<file path="src/rtl/ripple_count_capture_pkg.sv">
// Shared types and constants for the ripple counter capture block.
package ripple_count_capture_pkg;

    localparam int CNT_IN_W        = 4;
    localparam int SYNC_STAGES_DEF = 2;
    localparam int EXT_W_DEF       = 16;

    typedef enum logic [0:0] {
        IDLE = 1'b0,
        HOLD = 1'b1
    } snap_state_e;

    // Forward distance between two samples of the upstream counter; a
    // backward-looking pair is read as a forward wrap.
    function automatic logic [CNT_IN_W-1:0] wrap_delta(
        input logic [CNT_IN_W-1:0] now_val,
        input logic [CNT_IN_W-1:0] old_val
    );
        return now_val - old_val;
    endfunction

endpackage

</file>
<file path="src/rtl/ripple_count_capture_sync_chain.sv">
// Single-bit flop chain that brings one asynchronous counter bit into clk.
module sync_chain #(
    parameter int STAGES = 2
) (
    input  logic clk,
    input  logic reset,
    input  logic d,
    output logic q
);

    logic [STAGES-1:0] chain_r;

    // Shift the asynchronous bit through STAGES flops
    always_ff @(posedge clk or posedge reset) begin
        if (reset) begin
            chain_r <= {STAGES{1'b0}};
        end else begin
            chain_r <= {chain_r[STAGES-2:0], d};
        end
    end

    assign q = chain_r[STAGES-1];

endmodule

</file>
<file path="src/rtl/ripple_count_capture.sv">
// Extends a free-running 4-bit ripple count into an EXT_W-bit count and
// offers snapshots of it over a valid/ready handshake.
module ripple_count_capture
    import ripple_count_capture_pkg::*;
#(
    parameter int SYNC_STAGES = SYNC_STAGES_DEF,
    parameter int EXT_W       = EXT_W_DEF
) (
    input  logic                clk,
    input  logic                reset,
    input  logic [3:0]          cnt_in,
    input  logic                clr,
    input  logic                snap_req,
    input  logic                snap_ready,
    output logic [EXT_W-1:0]    count,
    output logic [EXT_W-1:0]    snap_data,
    output logic                snap_valid,
    output logic                overflow,
    output logic                missed
);

    logic [CNT_IN_W-1:0] sync_val_s;
    logic [CNT_IN_W-1:0] prev_val_r;
    logic [CNT_IN_W-1:0] last_val_r;
    logic [CNT_IN_W-1:0] last_next_s;
    logic [CNT_IN_W-1:0] delta_s;
    logic                accept_s;
    logic [EXT_W:0]      sum_s;
    logic [EXT_W-1:0]    count_r;
    logic [EXT_W-1:0]    count_next_s;
    logic [EXT_W-1:0]    snap_data_r;
    logic                overflow_r;
    logic                overflow_next_s;
    logic                missed_r;
    logic                missed_next_s;
    logic                snap_valid_r;
    logic                load_snap_s;
    snap_state_e         state_r;
    snap_state_e         state_next_s;

    for (genvar i = 0; i < CNT_IN_W; i++) begin : g_sync
        sync_chain #(
            .STAGES (SYNC_STAGES)
        ) u_sync (
            .clk   (clk),
            .reset (reset),
            .d     (cnt_in[i]),
            .q     (sync_val_s[i])
        );
    end

    // Accept a synchronized sample only when it matched last cycle's, then accumulate its forward delta
    always_comb begin
        accept_s        = (sync_val_s == prev_val_r);
        delta_s         = wrap_delta(sync_val_s, last_val_r);
        sum_s           = {1'b0, count_r} + {{(EXT_W - CNT_IN_W + 1){1'b0}}, delta_s};
        count_next_s    = count_r;
        overflow_next_s = overflow_r;
        last_next_s     = last_val_r;
        if (clr) begin
            // Re-anchor on the current sample so nothing accumulates this cycle
            count_next_s    = {EXT_W{1'b0}};
            overflow_next_s = 1'b0;
            last_next_s     = sync_val_s;
        end else if (accept_s) begin
            count_next_s    = sum_s[EXT_W-1:0];
            overflow_next_s = overflow_r | sum_s[EXT_W];
            last_next_s     = sync_val_s;
        end else begin
            count_next_s    = count_r;
            overflow_next_s = overflow_r;
            last_next_s     = last_val_r;
        end
    end

    // Snapshot FSM next state, capture strobe and missed-request flag
    always_comb begin
        state_next_s  = state_r;
        load_snap_s   = 1'b0;
        missed_next_s = missed_r;
        case (state_r)
            IDLE: begin
                if (snap_req) begin
                    state_next_s = HOLD;
                    load_snap_s  = 1'b1;
                end else begin
                    state_next_s = IDLE;
                end
            end
            HOLD: begin
                // Requests while a snapshot is pending, including the exit cycle, are dropped
                if (snap_req) begin
                    missed_next_s = 1'b1;
                end else begin
                    missed_next_s = missed_r;
                end
                if (snap_valid_r && snap_ready) begin
                    state_next_s = IDLE;
                end else begin
                    state_next_s = HOLD;
                end
            end
            default: begin
                state_next_s = IDLE;
            end
        endcase
        if (clr) begin
            missed_next_s = 1'b0;
        end else begin
            missed_next_s = missed_next_s;
        end
    end

    // Register the filter, accumulator, snapshot and flag state
    always_ff @(posedge clk or posedge reset) begin
        if (reset) begin
            prev_val_r   <= {CNT_IN_W{1'b0}};
            last_val_r   <= {CNT_IN_W{1'b0}};
            count_r      <= {EXT_W{1'b0}};
            overflow_r   <= 1'b0;
            missed_r     <= 1'b0;
            snap_data_r  <= {EXT_W{1'b0}};
            snap_valid_r <= 1'b0;
            state_r      <= IDLE;
        end else begin
            prev_val_r   <= sync_val_s;
            last_val_r   <= last_next_s;
            count_r      <= count_next_s;
            overflow_r   <= overflow_next_s;
            missed_r     <= missed_next_s;
            snap_valid_r <= (state_next_s == HOLD);
            state_r      <= state_next_s;
            if (load_snap_s) begin
                snap_data_r <= count_next_s;
            end else begin
                snap_data_r <= snap_data_r;
            end
        end
    end

    assign count      = count_r;
    assign snap_data  = snap_data_r;
    assign snap_valid = snap_valid_r;
    assign overflow   = overflow_r;
    assign missed     = missed_r;

endmodule

</file>
<file path="config.mk">
export PLATFORM = sky130hd
export DESIGN_NAME = ripple_count_capture
export DESIGN_NICKNAME = d
export VERILOG_FILES = /design/src/rtl/ripple_count_capture_pkg.sv /design/src/rtl/ripple_count_capture_sync_chain.sv /design/src/rtl/ripple_count_capture.sv
export SDC_FILE = /design/constraint.sdc
export NUM_CORES = 1
export LEC_CHECK = 0
export ABC_AREA = 1
export CORE_UTILIZATION = 48
export CTS_CLUSTER_DIAMETER = 30
export CTS_CLUSTER_SIZE = 16
export DETAILED_ROUTE_END_ITERATION = 7
export GPL_ROUTABILITY_DRIVEN = 0
export PLACE_DENSITY = 0.76
export SLEW_MARGIN = 20
export SYNTH_ARGS = -nofsm -noshare
export SYNTH_HDL_FRONTEND = slang
export SYNTH_SLANG_ARGS = --single-unit
</file>
<file path="constraint.sdc">
create_clock -name clk -period 2.6 [get_ports clk]
set_clock_uncertainty 0.15 [all_clocks]
set_input_delay 0.52 -clock clk [delete_from_list [all_inputs] [get_ports clk]]
set_output_delay 0.52 -clock clk [all_outputs]
set_load 0.05 [all_outputs]
</file>
==> metrics.txt, run 1 <==
status=complete, no violations; post-synthesis xor/xnor area fraction=0.0169; Setup CP Type=register to register; root buf cell=clkbuf_8; Post-Synth Simple-Gate Area=0.296; vias in the first global route=1985; Die Area=5700 sq um; Hold Fails Final Rpt=0; Final setup violation count=0; hold_buf cts=0; Die Y=75.5 microns; Slew @ Worst Pin=0.507 ns; CP Capture Type=register; CP delay by family, top=adder cells; P_leak=1.70 nW; leading cell type in the layout, fill and taps excluded=nand2_1; clk slew on worst S/H paths=0.09 ns; Min-Delay Path Class=register to register; most frequent cells in the layout=nand2_1, dfrtp_1, inv_1, clkdlybuf4s50_1, nor2_1; Worst-Skew Late Latency=0.30 ns; Hold Path Origin=g_sync[2].u_sync.chain_r[0]; synthesized instance count=321; post-DR vias/cell=4.82; main combinational cell family by area after synthesis=simple AND/OR/NAND/NOR gates; Worst Hold Depth=0; Final period util=0.997; Core Area=5140 sq um; fraction of layout cells with a size suffix above 1=0.185; RSZ-0062 raised after global routing=true; maxcap violations=0; Inserted Clock Buffers=5; synth warn=0; Final Max Tran Viols=0; maximum clock path buffer count=2; Overall Power=0.00182 W; via count=2165; IO Port Bufs=43; reg2reg start=g_sync[0].u_sync.chain_r[1]; adder-cell share of the synthesized area=0.0540; placed cells=437; number of diodes=0; non-filler cells, final=449; Power Dens Cells=524 nW/um^2; DP Area=3160 sq um; DRT antenna net count=0; Max stage delay on crit path=0.57 ns; cell-by-cell trace of the critical path=inv_2 -> ha_4 -> inv_2 -> fa_2 -> inv_2 -> fa_2 -> inv_2 -> nand3_2 -> nand2_4 -> nand2_4 -> nor2_4 -> nand2_1 -> nand2_1 -> and3_1; antenna violations before repair=0; register area share after synthesis=0.492; first-pass GRT wire length=8920 microns; row count=26; fin crit period=2.59 ns; setup_tns=0 ns; Hold EP=g_sync[2].u_sync.chain_r[1]; Worst R2R Setup Slack=0.009 ns; TritonCTS clock tree=yes; remaining routing DRC violations=0; Starting Density=0.505; Mapped Area=2590 sq um; RR Endpoint=count[14]; clock sinks=51; maximum VDD drop=0.395 mV; Worst Path Max Fanout=6; depth of the most critical reg-to-reg path=14; Min Hold Slack=0.204 ns; largest net degree at the start of global routing=29; GR Util All Layers=0.209; Yosys cell types=30; Final nets=397; grt ovf=0; Layout area overhead=33.6%; drt first pass iters=4; WP buf/inv=4; drt initial violations=94; CP required=2.69 ns; syn nets=340; final WL=5400 microns; DIE WIDTH=75.5 microns; CP max-delay cell=fa_2; Critical Path Start Type=register; synthesized flop and latch total=51; design area=3470 sq um; wire per inst=12.0 microns; H-tree levels=2; Avg Cell Area, Syn=8.08 sq um; post-synthesis compound-gate area fraction=0.0502; Max Fclk=386 MHz; dpl hpwl=3970 microns; Max transition margin=0.661; cell mode on critical path=inv_2; Top Ports=44; mux contribution to synthesized area=0; Arrival @ worst endpoint=2.68 ns
## power breakdown
part	leakage, nW	switching (W)	internal, W	total, W
clock	0.0612	0.000257	0.000312	0.000569
combinational	0.973	0.000252	0.000145	0.000397
sequential	0.670	0.0000240	0.000826	0.000850
## worst register-to-register path: cells and delay by family (launching register included)
kind	cells	cell delay (ns)
adders and majority gates	3	1.07
and+or+nand+nor	7	0.68
DFF	1	0.39
buffers and inverters	4	0.24
## through the flow
stage	util	setup slack [ns]
global route	0.674	-0.149
global placement	0.614	-0.00432
floorplan	-	0.00166
CTS	0.643	0.00249
detailed placement	0.614	-0.127
finish	0.674	0.00873
## layer usage
metal / vias up / share of wire / GRT usage
li1: 1112 / - / -
met1: 994 / 0.46 / 0.292
met2: 53 / 0.48 / 0.331
met3: 6 / 0.049 / 0.0410
met4: 0 / 0.013 / 0.0617
met5: - / 0 / 0
## how the worst max path moves through the flow
| stage | slack (ns) | startpoint | endpoint | depth (start not counted) |
|---|---|---|---|---|
| 3_5_place_dp | -0.13 | g_sync[0].u_sync.chain_r[1] | count[14] | 13 |
| 3_3_place_gp | -0.004 | g_sync[0].u_sync.chain_r[1] | count[14] | 13 |
| 2_1_floorplan | 0.002 | g_sync[0].u_sync.chain_r[1] | count[14] | 13 |
| 6_report | 0.009 | g_sync[0].u_sync.chain_r[1] | count[14] | 14 |
| 4_1_cts | 0.002 | g_sync[2].u_sync.chain_r[1] | snap_data[8] | 16 |
| 5_1_grt | -0.15 | g_sync[0].u_sync.chain_r[1] | snap_data[14] | 15 |
## sequential cells by signal (all words and copies together), names as in the netlist
name and cells:
missed 1, state_r 1, overflow 1, count 16
last_val_r 4, snap_data 16, g_sync.u_sync.chain_r 8, prev_val_r 4
## kinds of logic after synthesis
| group | Yosys count |
|---|---|
| and+or+nand+nor | 176 |
| buffers and inverters | 58 |
| DFF | 51 |
| AOI/OAI and AO/OA | 21 |
| adders and majority gates | 10 |
| xor gates and xnor gates | 5 |
## cell usage after synthesis (all sizes together)
| cell type | count | share of area |
|---|---|---|
| a21oi | 6 | 0.014 |
| and3 | 5 | 0.012 |
| buf | 4 | 0.013 |
| clkbuf | 2 | 0.0029 |
| clkinv | 2 | 0.0029 |
| dfrtp | 51 | 0.49 |
| fa | 2 | 0.015 |
| ha | 8 | 0.039 |
| inv | 50 | 0.072 |
| nand2 | 112 | 0.17 |
| nand3 | 22 | 0.044 |
| nand3b | 1 | 0.0029 |
| nand4 | 12 | 0.029 |
| nor2 | 22 | 0.036 |
| nor3 | 1 | 0.0019 |
| o211ai | 1 | 0.0029 |
| o21ai | 14 | 0.033 |
| or2 | 1 | 0.0024 |
| xnor2 | 2 | 0.0068 |
| xor2 | 3 | 0.010 |
## cell type report
| class | instances | area, sq um |
|---|---|---|
| inverter | 52 | 195 |
| fill | 429 | 1670 |
| tap | 70 | 87.6 |
| sequential | 51 | 1280 |
| clock buffer | 6 | 82.6 |
| clock inverter | 2 | 35.0 |
| multi-input combinational | 212 | 1250 |
| timing repair buffer | 56 | 541 |
## timing repair
item | 4_1_cts | 5_1_grt
gates resized for setup | 5 | 36
endpoints found under the setup margin | 9 | 26
setup buffers | 2 | 2
pin swaps | 3 | 26
Power figures use the tool's default switching activity.
==> run 2: changes to the inputs <==
- GPL_TIMING_DRIVEN: unset -> 0
- TNS_END_PERCENT: unset -> 1
==> run 2 against run 1 <==
  * Cell area decreased by 1.6%
  * Critical path depth decreased by 1
  * Clock power increased by 12%
  * Wire length increased by 2.0%
  * Die area unchanged
  * Utilization decreased by 1.1 points
  * Worst hold slack improved by 0.0062 ns
  * Register-to-register slack improved by 0.03 ns
  * Clock-buffer cell count decreased by 1
  * Maximum frequency increased by 1.0%
  * Largest power group unchanged
  * Sequential cell count unchanged
==> metrics.txt, run 2 (synthesized netlist as in run 1, its figures left out) <==
reg2reg start=g_sync[0].u_sync.chain_r[1] (unchanged); TritonCTS clock tree=yes (unchanged); fraction of layout cells with a size suffix above 1=0.147 (was 0.185); Worst Path Max Fanout=6 (unchanged); final WL=5510 microns (was 5400 microns); CP Capture Type=register (unchanged); maxcap violations=0 (unchanged); setup slack at placement=-0.213 ns (was -0.127 ns); CP max-delay cell=fa_1 (was fa_2); Power Dens Cells=547 nW/um^2 (was 524 nW/um^2); setup_tns=0 ns (unchanged); clk slew on worst S/H paths=0.09 ns (about the same); post-DR vias/cell=4.91 (was 4.82); maximum clock path buffer count=2 (unchanged); leading cell type in the layout, fill and taps excluded=nand2_1 (unchanged); largest net degree at the start of global routing=34 (was 29); DIE WIDTH=75.5 microns (unchanged); Starting Density=0.505 (unchanged); Sw Ratio=0.279 (was 0.294); sequential share of power=0.455 (was 0.468); Critical Path Start Type=register (unchanged); wire per inst=12.2 microns (was 12.0 microns); GR Util All Layers=0.208 (was 0.209); RSZ-0062 raised after global routing=true (unchanged); Core Area=5140 sq um (unchanged); first-pass GRT wire length=8870 microns (was 8920 microns); grt ovf=0 (unchanged); DRT antenna net count=0 (unchanged); clock sinks=51 (unchanged); Top Ports=44 (unchanged); via count=2208 (was 2165); Hold Fails Final Rpt=0 (unchanged); maximum VDD drop=0.310 mV (was 0.395 mV); Slew @ Worst Pin=0.503 ns (was 0.507 ns); post-route setup slack=0.0349 ns (was 0.00873 ns); cell mode on critical path=inv_2 (unchanged); CP required=2.65 ns (was 2.69 ns); Clock Power Share=0.343 (was 0.313); Logic pwr share=0.202 (was 0.219); crit path launch=g_sync[0].u_sync.chain_r[1] (unchanged); vias in the first global route=2007 (was 1985); P_leak=1.70 nW (about the same); NetSw=0.000520 W (was 0.000533 W); Final setup violation count=0 (unchanged); Max transition margin=0.664 (was 0.661); most frequent cells in the layout=nand2_1, dfrtp_1, inv_1, clkdlybuf4s50_1, nor2_1 (unchanged); Inserted Clock Buffers=5 (unchanged); Arrival @ worst endpoint=2.62 ns (was 2.68 ns); number of diodes=0 (unchanged); Worst-Skew Late Latency=0.30 ns (about the same); dpl hpwl=3970 microns (about the same); drt initial violations=144 (was 94); IO Port Bufs=43 (unchanged); row count=26 (unchanged); drt first pass iters=4 (unchanged); Min-Delay Path Class=register to register (unchanged); Final Max Tran Viols=0 (unchanged); cell-by-cell trace of the critical path=inv_2 -> ha_4 -> inv_2 -> fa_1 -> inv_2 -> fa_2 -> inv_2 -> nand3_2 -> nand2_4 -> nand2_4 -> nor2_4 -> nand3_2 -> and3_1 (was inv_2 -> ha_4 -> inv_2 -> fa_2 -> inv_2 -> fa_2 -> inv_2 -> nand3_2 -> nand2_4 -> nand2_4 -> nor2_4 -> nand2_1 -> nand2_1 -> and3_1); Final period util=0.987 (was 0.997); Die Y=75.5 microns (unchanged); H-tree levels=2 (unchanged); remaining routing DRC violations=0 (unchanged); antenna violations before repair=0 (unchanged); hold_buf cts=0 (unchanged); Die Area=5700 sq um (unchanged); Hold Path Origin=g_sync[1].u_sync.chain_r[0] (was g_sync[2].u_sync.chain_r[0]); root buf cell=clkbuf_8 (unchanged); status=complete, no violations (unchanged); Internal=0.00135 W (was 0.00128 W); Max stage delay on crit path=0.53 ns (was 0.57 ns); Setup CP Type=register to register (unchanged); Final nets=398 (was 397); Max Fclk=390 MHz (was 386 MHz); Layout area overhead=31.5% (was 33.6%); fin crit period=2.57 ns (was 2.59 ns)
-- run 2: cell types whose count changed in the layout (fill, tap and decap cells not counted), sizes merged --
| cell | delta |
|---|---|
| bufinv | +1 |
| clkinvlp | +1 |
| buf | -1 |
| clkbuf | +1 |
| clkinv | -1 |
-- run 2: final timing paths --
kind                                          endpoint  slack [ns]  cells after the start
setup / recovery                             count[14]        0.03                     13
hold / removal             g_sync[1].u_sync.chain_r[1]        0.21                      0
setup reg to reg                             count[14]        0.03                     13
hold reg to reg            g_sync[1].u_sync.chain_r[1]        0.21                      0
max in group asynchronous                 snap_data[6]        1.42                      3
min in group asynchronous                last_val_r[3]        0.37                      2
-- run 2: final cells by class --
class / count / area, sq um
fillers: 438 / 1730
inverters: 52 / 195
multi-input cells: 212 / 1170
clock inverters: 3 / 67.6
repair buffers: 51 / 507
clock buffers: 5 / 68.8
flip-flops and latches: 51 / 1280
plain buffers: 6 / 40.0
well taps: 70 / 87.6
-- run 2: per-layer routing --
layer  part of all wire  GRT usage
met5                  0          0
met1               0.46      0.282
met2               0.48      0.334
met4              0.014     0.0761
met3              0.043     0.0397
-- run 2: critical path: cells and delay by family, from the launching register on --
kind | cells | cell delay, ns
DFF | 1 | 0.41
buffers and inverters | 4 | 0.26
adders and majority gates | 3 | 1.00
and+or+nand+nor | 6 | 0.67
-- run 2: timing repair --
action	CTS	global route
pin swaps	6	12
gates resized for setup	15	10
endpoints found under the setup margin	20	27
setup buffers	5	2
-- run 2: power groups by stage --
stage | combinational [W] | clock, W | sequential, W
floorplan | 0.000182 | 0 | 0.000921
global placement | 0.000329 | 0 | 0.000863
detailed placement | 0.000341 | 0 | 0.000864
CTS | 0.000363 | 0.000656 | 0.000849
global route | 0.000416 | 0.000681 | 0.000854
finish | 0.000377 | 0.000640 | 0.000849
-- run 2: stage by stage --
stage | util | cells | hold WS (ns) | power [W] | instance area (sq um)
global placement | 0.606 | 434 | 0.182 | 0.00119 | 3120
finish | 0.664 | 450 | 0.210 | 0.00187 | 3410
detailed placement | 0.610 | 435 | 0.188 | 0.00120 | 3140
floorplan | - | 321 | 0.181 | 0.00110 | 2600
global route | 0.664 | 450 | 0.223 | 0.00195 | 3410
CTS | 0.655 | 448 | 0.211 | 0.00187 | 3360
==> run 3: changes to the inputs <==
- ABC_AREA: 1 -> unset
- CORE_UTILIZATION: 48 -> 46
- MAX_ROUTING_LAYER: unset -> met4
- PLACE_DENSITY: 0.76 -> 0.75
==> run 3 against run 2 <==
  * The flow now finishes with violations (negative setup slack)
  * Sequential share of layout area grew 4.9 points
  * Power shrank 16%
  * Via count shrank 28%
  * Cell count shrank 27%
  * Maximum frequency shrank 6.6%
  * Critical endpoint is now snap_data[8]
  * Highest routed layer unchanged
==> metrics.txt, run 3 <==
Overall Power=0.00158 W (was 0.00187 W); status=finished, violations left (was complete, no violations); cell-by-cell trace of the critical path=inv_2 -> ha_1 -> inv_2 -> fa_1 -> inv_1 -> fa_2 -> and3b_2 -> o21ai_4 -> nor4_2 -> xnor2_1 -> o21ai_1 (was inv_2 -> ha_4 -> inv_2 -> fa_1 -> inv_2 -> fa_2 -> inv_2 -> nand3_2 -> nand2_4 -> nand2_4 -> nor2_4 -> nand3_2 -> and3_1); Min Hold Slack=0.211 ns (was 0.210 ns); maximum VDD drop=0.389 mV (was 0.310 mV); Power Dens Cells=522 nW/um^2 (was 547 nW/um^2); Filler Cells Inserted=407 (was 438); Final nets=278 (was 398); Max stage delay on crit path=0.50 ns (was 0.53 ns); dpl hpwl=3150 microns (was 3970 microns); Critical Path Start Type=register (unchanged); Mapped Area=2280 sq um (was 2590 sq um); RSZ-0062 raised after global routing=true (unchanged); first-pass GRT wire length=7320 microns (was 8870 microns); drt first pass iters=4 (unchanged); GR Util All Layers=0.191 (was 0.208); Avg Cell Area, Syn=11.2 sq um (was 8.08 sq um); largest cells by area after synthesis=dfrtp_1, xnor2_1, ha_1 (was dfrtp_1, nand2_1, inv_1); Worst-Skew Late Latency=0.30 ns (about the same); post-synth top area share=0.560 (was 0.492); wire per inst=13.6 microns (was 12.2 microns); Arrival @ worst endpoint=2.77 ns (was 2.62 ns); leading cell type in the layout, fill and taps excluded=dfrtp_1 (was nand2_1); Die Area=5240 sq um (was 5700 sq um); most common cell in the synthesized netlist=dfrtp_1 (was nand2_1); clk slew on worst S/H paths=0.09 ns (about the same); NetSw=0.000446 W (was 0.000520 W); Setup CP Type=register to register (unchanged); Core Area=4750 sq um (was 5140 sq um); Worst Path Max Fanout=6 (unchanged); CP delay by family, top=adder cells (unchanged); row count=25 (was 26); grt ovf=0 (unchanged); final WL=4450 microns (was 5510 microns); Min-Delay Path Class=register to register (unchanged); Logic pwr share=0.184 (was 0.202); Die Y=72.4 microns (was 75.5 microns); post-synth top area cell=dfrtp_1 (unchanged); antenna violations before repair=0 (unchanged); DP Area=2820 sq um (was 3140 sq um); post-route setup slack=-0.148 ns (was 0.0349 ns); number of diodes=0 (unchanged); failing checks=negative setup slack; Final Max Tran Viols=0 (unchanged); P_leak=1.30 nW (was 1.70 nW); synthesized instance count=203 (was 321); fraction of layout cells with a size suffix above 1=0.177 (was 0.147); sequential share of power=0.533 (was 0.455); drt initial violations=112 (was 144); post-DR vias/cell=4.87 (was 4.91); via count=1594 (was 2208); async set-or-reset flop fraction in the synthesized netlist=1.00 (unchanged); Hold Fails Final Rpt=0 (unchanged); WP buf/inv=3 (was 4); reg2reg start=g_sync[0].u_sync.chain_r[1] (unchanged); DIE WIDTH=72.4 microns (was 75.5 microns); Layout area overhead=32.4% (was 31.5%); Starting Density=0.480 (was 0.505); CP Capture Type=register (unchanged); Slew @ Worst Pin=0.605 ns (was 0.503 ns); Hold Path Origin=g_sync[3].u_sync.chain_r[0] (was g_sync[1].u_sync.chain_r[0]); H-tree levels=2 (unchanged); Max transition margin=0.596 (was 0.664); CP max-delay cell=fa_1 (unchanged); root buf cell=clkbuf_8 (unchanged); fin crit period=2.75 ns (was 2.57 ns); TritonCTS clock tree=yes (unchanged); clock sinks=51 (unchanged); Clock Power Share=0.282 (was 0.343); cell mode on critical path=inv_2 (unchanged); synth warn=0 (unchanged); design area=3020 sq um (was 3410 sq um); most frequent cells in the layout=dfrtp_1, clkdlybuf4s50_1, nor2_1 (was nand2_1, dfrtp_1, inv_1, clkdlybuf4s50_1, nor2_1); synthesized flop and latch total=51 (unchanged); Top Ports=44 (unchanged); Inserted Clock Buffers=5 (unchanged); remaining routing DRC violations=0 (unchanged); maximum clock path buffer count=2 (unchanged); Sw Ratio=0.283 (was 0.279); Max Fclk=364 MHz (was 390 MHz); Internal=0.00113 W (was 0.00135 W); largest net degree at the start of global routing=32 (was 34); most frequent cells after synthesis=dfrtp_1, nor2_1, nand2_1 (was nand2_1, dfrtp_1, inv_1); Post-synth EDFFs=0 (unchanged); Top FF cell, synth=dfrtp_1 (unchanged); register area share after synthesis=0.560 (was 0.492); maxcap violations=0 (unchanged); Yosys cell types=31 (was 30); DRT antenna net count=0 (unchanged); Final period util=1.06 (was 0.987); syn nets=222 (was 340); CP required=2.62 ns (was 2.65 ns); vias in the first global route=1542 (was 2007); Final setup violation count=23 (was 0); crit path launch=g_sync[0].u_sync.chain_r[1] (unchanged); IO Port Bufs=42 (was 43)
[run 3: cell types whose count changed after synthesis, moves of 4 or more]
cell,previous run,this run
nor4_2,0,7
o31ai_1,0,5
nand3_1,21,3
o21ai_1,1,8
nand4_1,12,1
o21ai_0,9,5
xnor2_1,2,19
clkbuf_1,2,6
a21o_1,0,4
nand2_1,108,22
inv_1,48,12
[run 3: repair_timing]
item / 4_1_cts / 5_1_grt
buffers inserted: 3 / 3
pin swaps: 9 / 12
hold buffers: 0 / 0
endpoints found under the setup margin: 23 / 25
gates resized for setup: 5 / 9
[run 3: worst paths after layout]
kind                                               endpoint  cells after the start  slack (ns)
worst max-delay path                           snap_data[8]                     11       -0.15
worst min-delay path            g_sync[3].u_sync.chain_r[1]                      0        0.21
worst max register to register                 snap_data[8]                     11       -0.15
worst min register to register  g_sync[3].u_sync.chain_r[1]                      0        0.21
max in group asynchronous                      snap_data[0]                      3        1.40
min in group asynchronous                     last_val_r[2]                      2        0.39
[run 3: power groups by stage]
stage                     registers [W]  logic (W)  clock network [W]
after floorplan                0.000894   0.000140                  0
after global placement         0.000855   0.000246                  0
after detailed placement       0.000856   0.000257                  0
after CTS                      0.000841   0.000269           0.000457
after global routing           0.000844   0.000320           0.000497
final                          0.000840   0.000290           0.000445
[run 3: kinds of logic after synthesis]
group / Yosys count / synth area share
muxes: 5 / 0.0236
buffers and inverters: 20 / 0.0351
AOI/OAI and AO/OA: 30 / 0.0806
DFF: 51 / 0.560
and+or+nand+nor: 66 / 0.159
xor gates and xnor gates: 21 / 0.0806
adders and majority gates: 10 / 0.0614
[run 3: metrics by stage]
stage                     TNS (ns)  utilization  setup slack (ns)  cells
after CTS                    -2.81        0.621            -0.173    324
after global placement      -14.33        0.588            -0.246    312
after floorplan             -0.201            -            -0.103    203
after detailed placement     -4.44        0.592            -0.315    313
after global routing         -5.39        0.635            -0.294    327
final                        -2.15        0.635            -0.148    327
[run 3: cell type report]
cell class                 instances  area, sq um  area share
timing repair buffer              49          489       0.162
sequential                        51         1280       0.423
tap                               67         83.8      0.0278
multi-input combinational        132         1000       0.331
clock inverter                     3         20.0     0.00663
buffer                             8         35.0      0.0116
clock buffer                       5         68.8      0.0228
inverter                          12         45.0      0.0149
[run 3: routing by layer]
metal | wire length (microns) | track usage | up-vias
met5 | 0 | - | -
met3 | 103 | 0.0292 | 5
met1 | 2160 | 0.268 | 774
met4 | 55 | 0.0654 | 0
met2 | 2130 | 0.285 | 26
li1 | - | - | 789
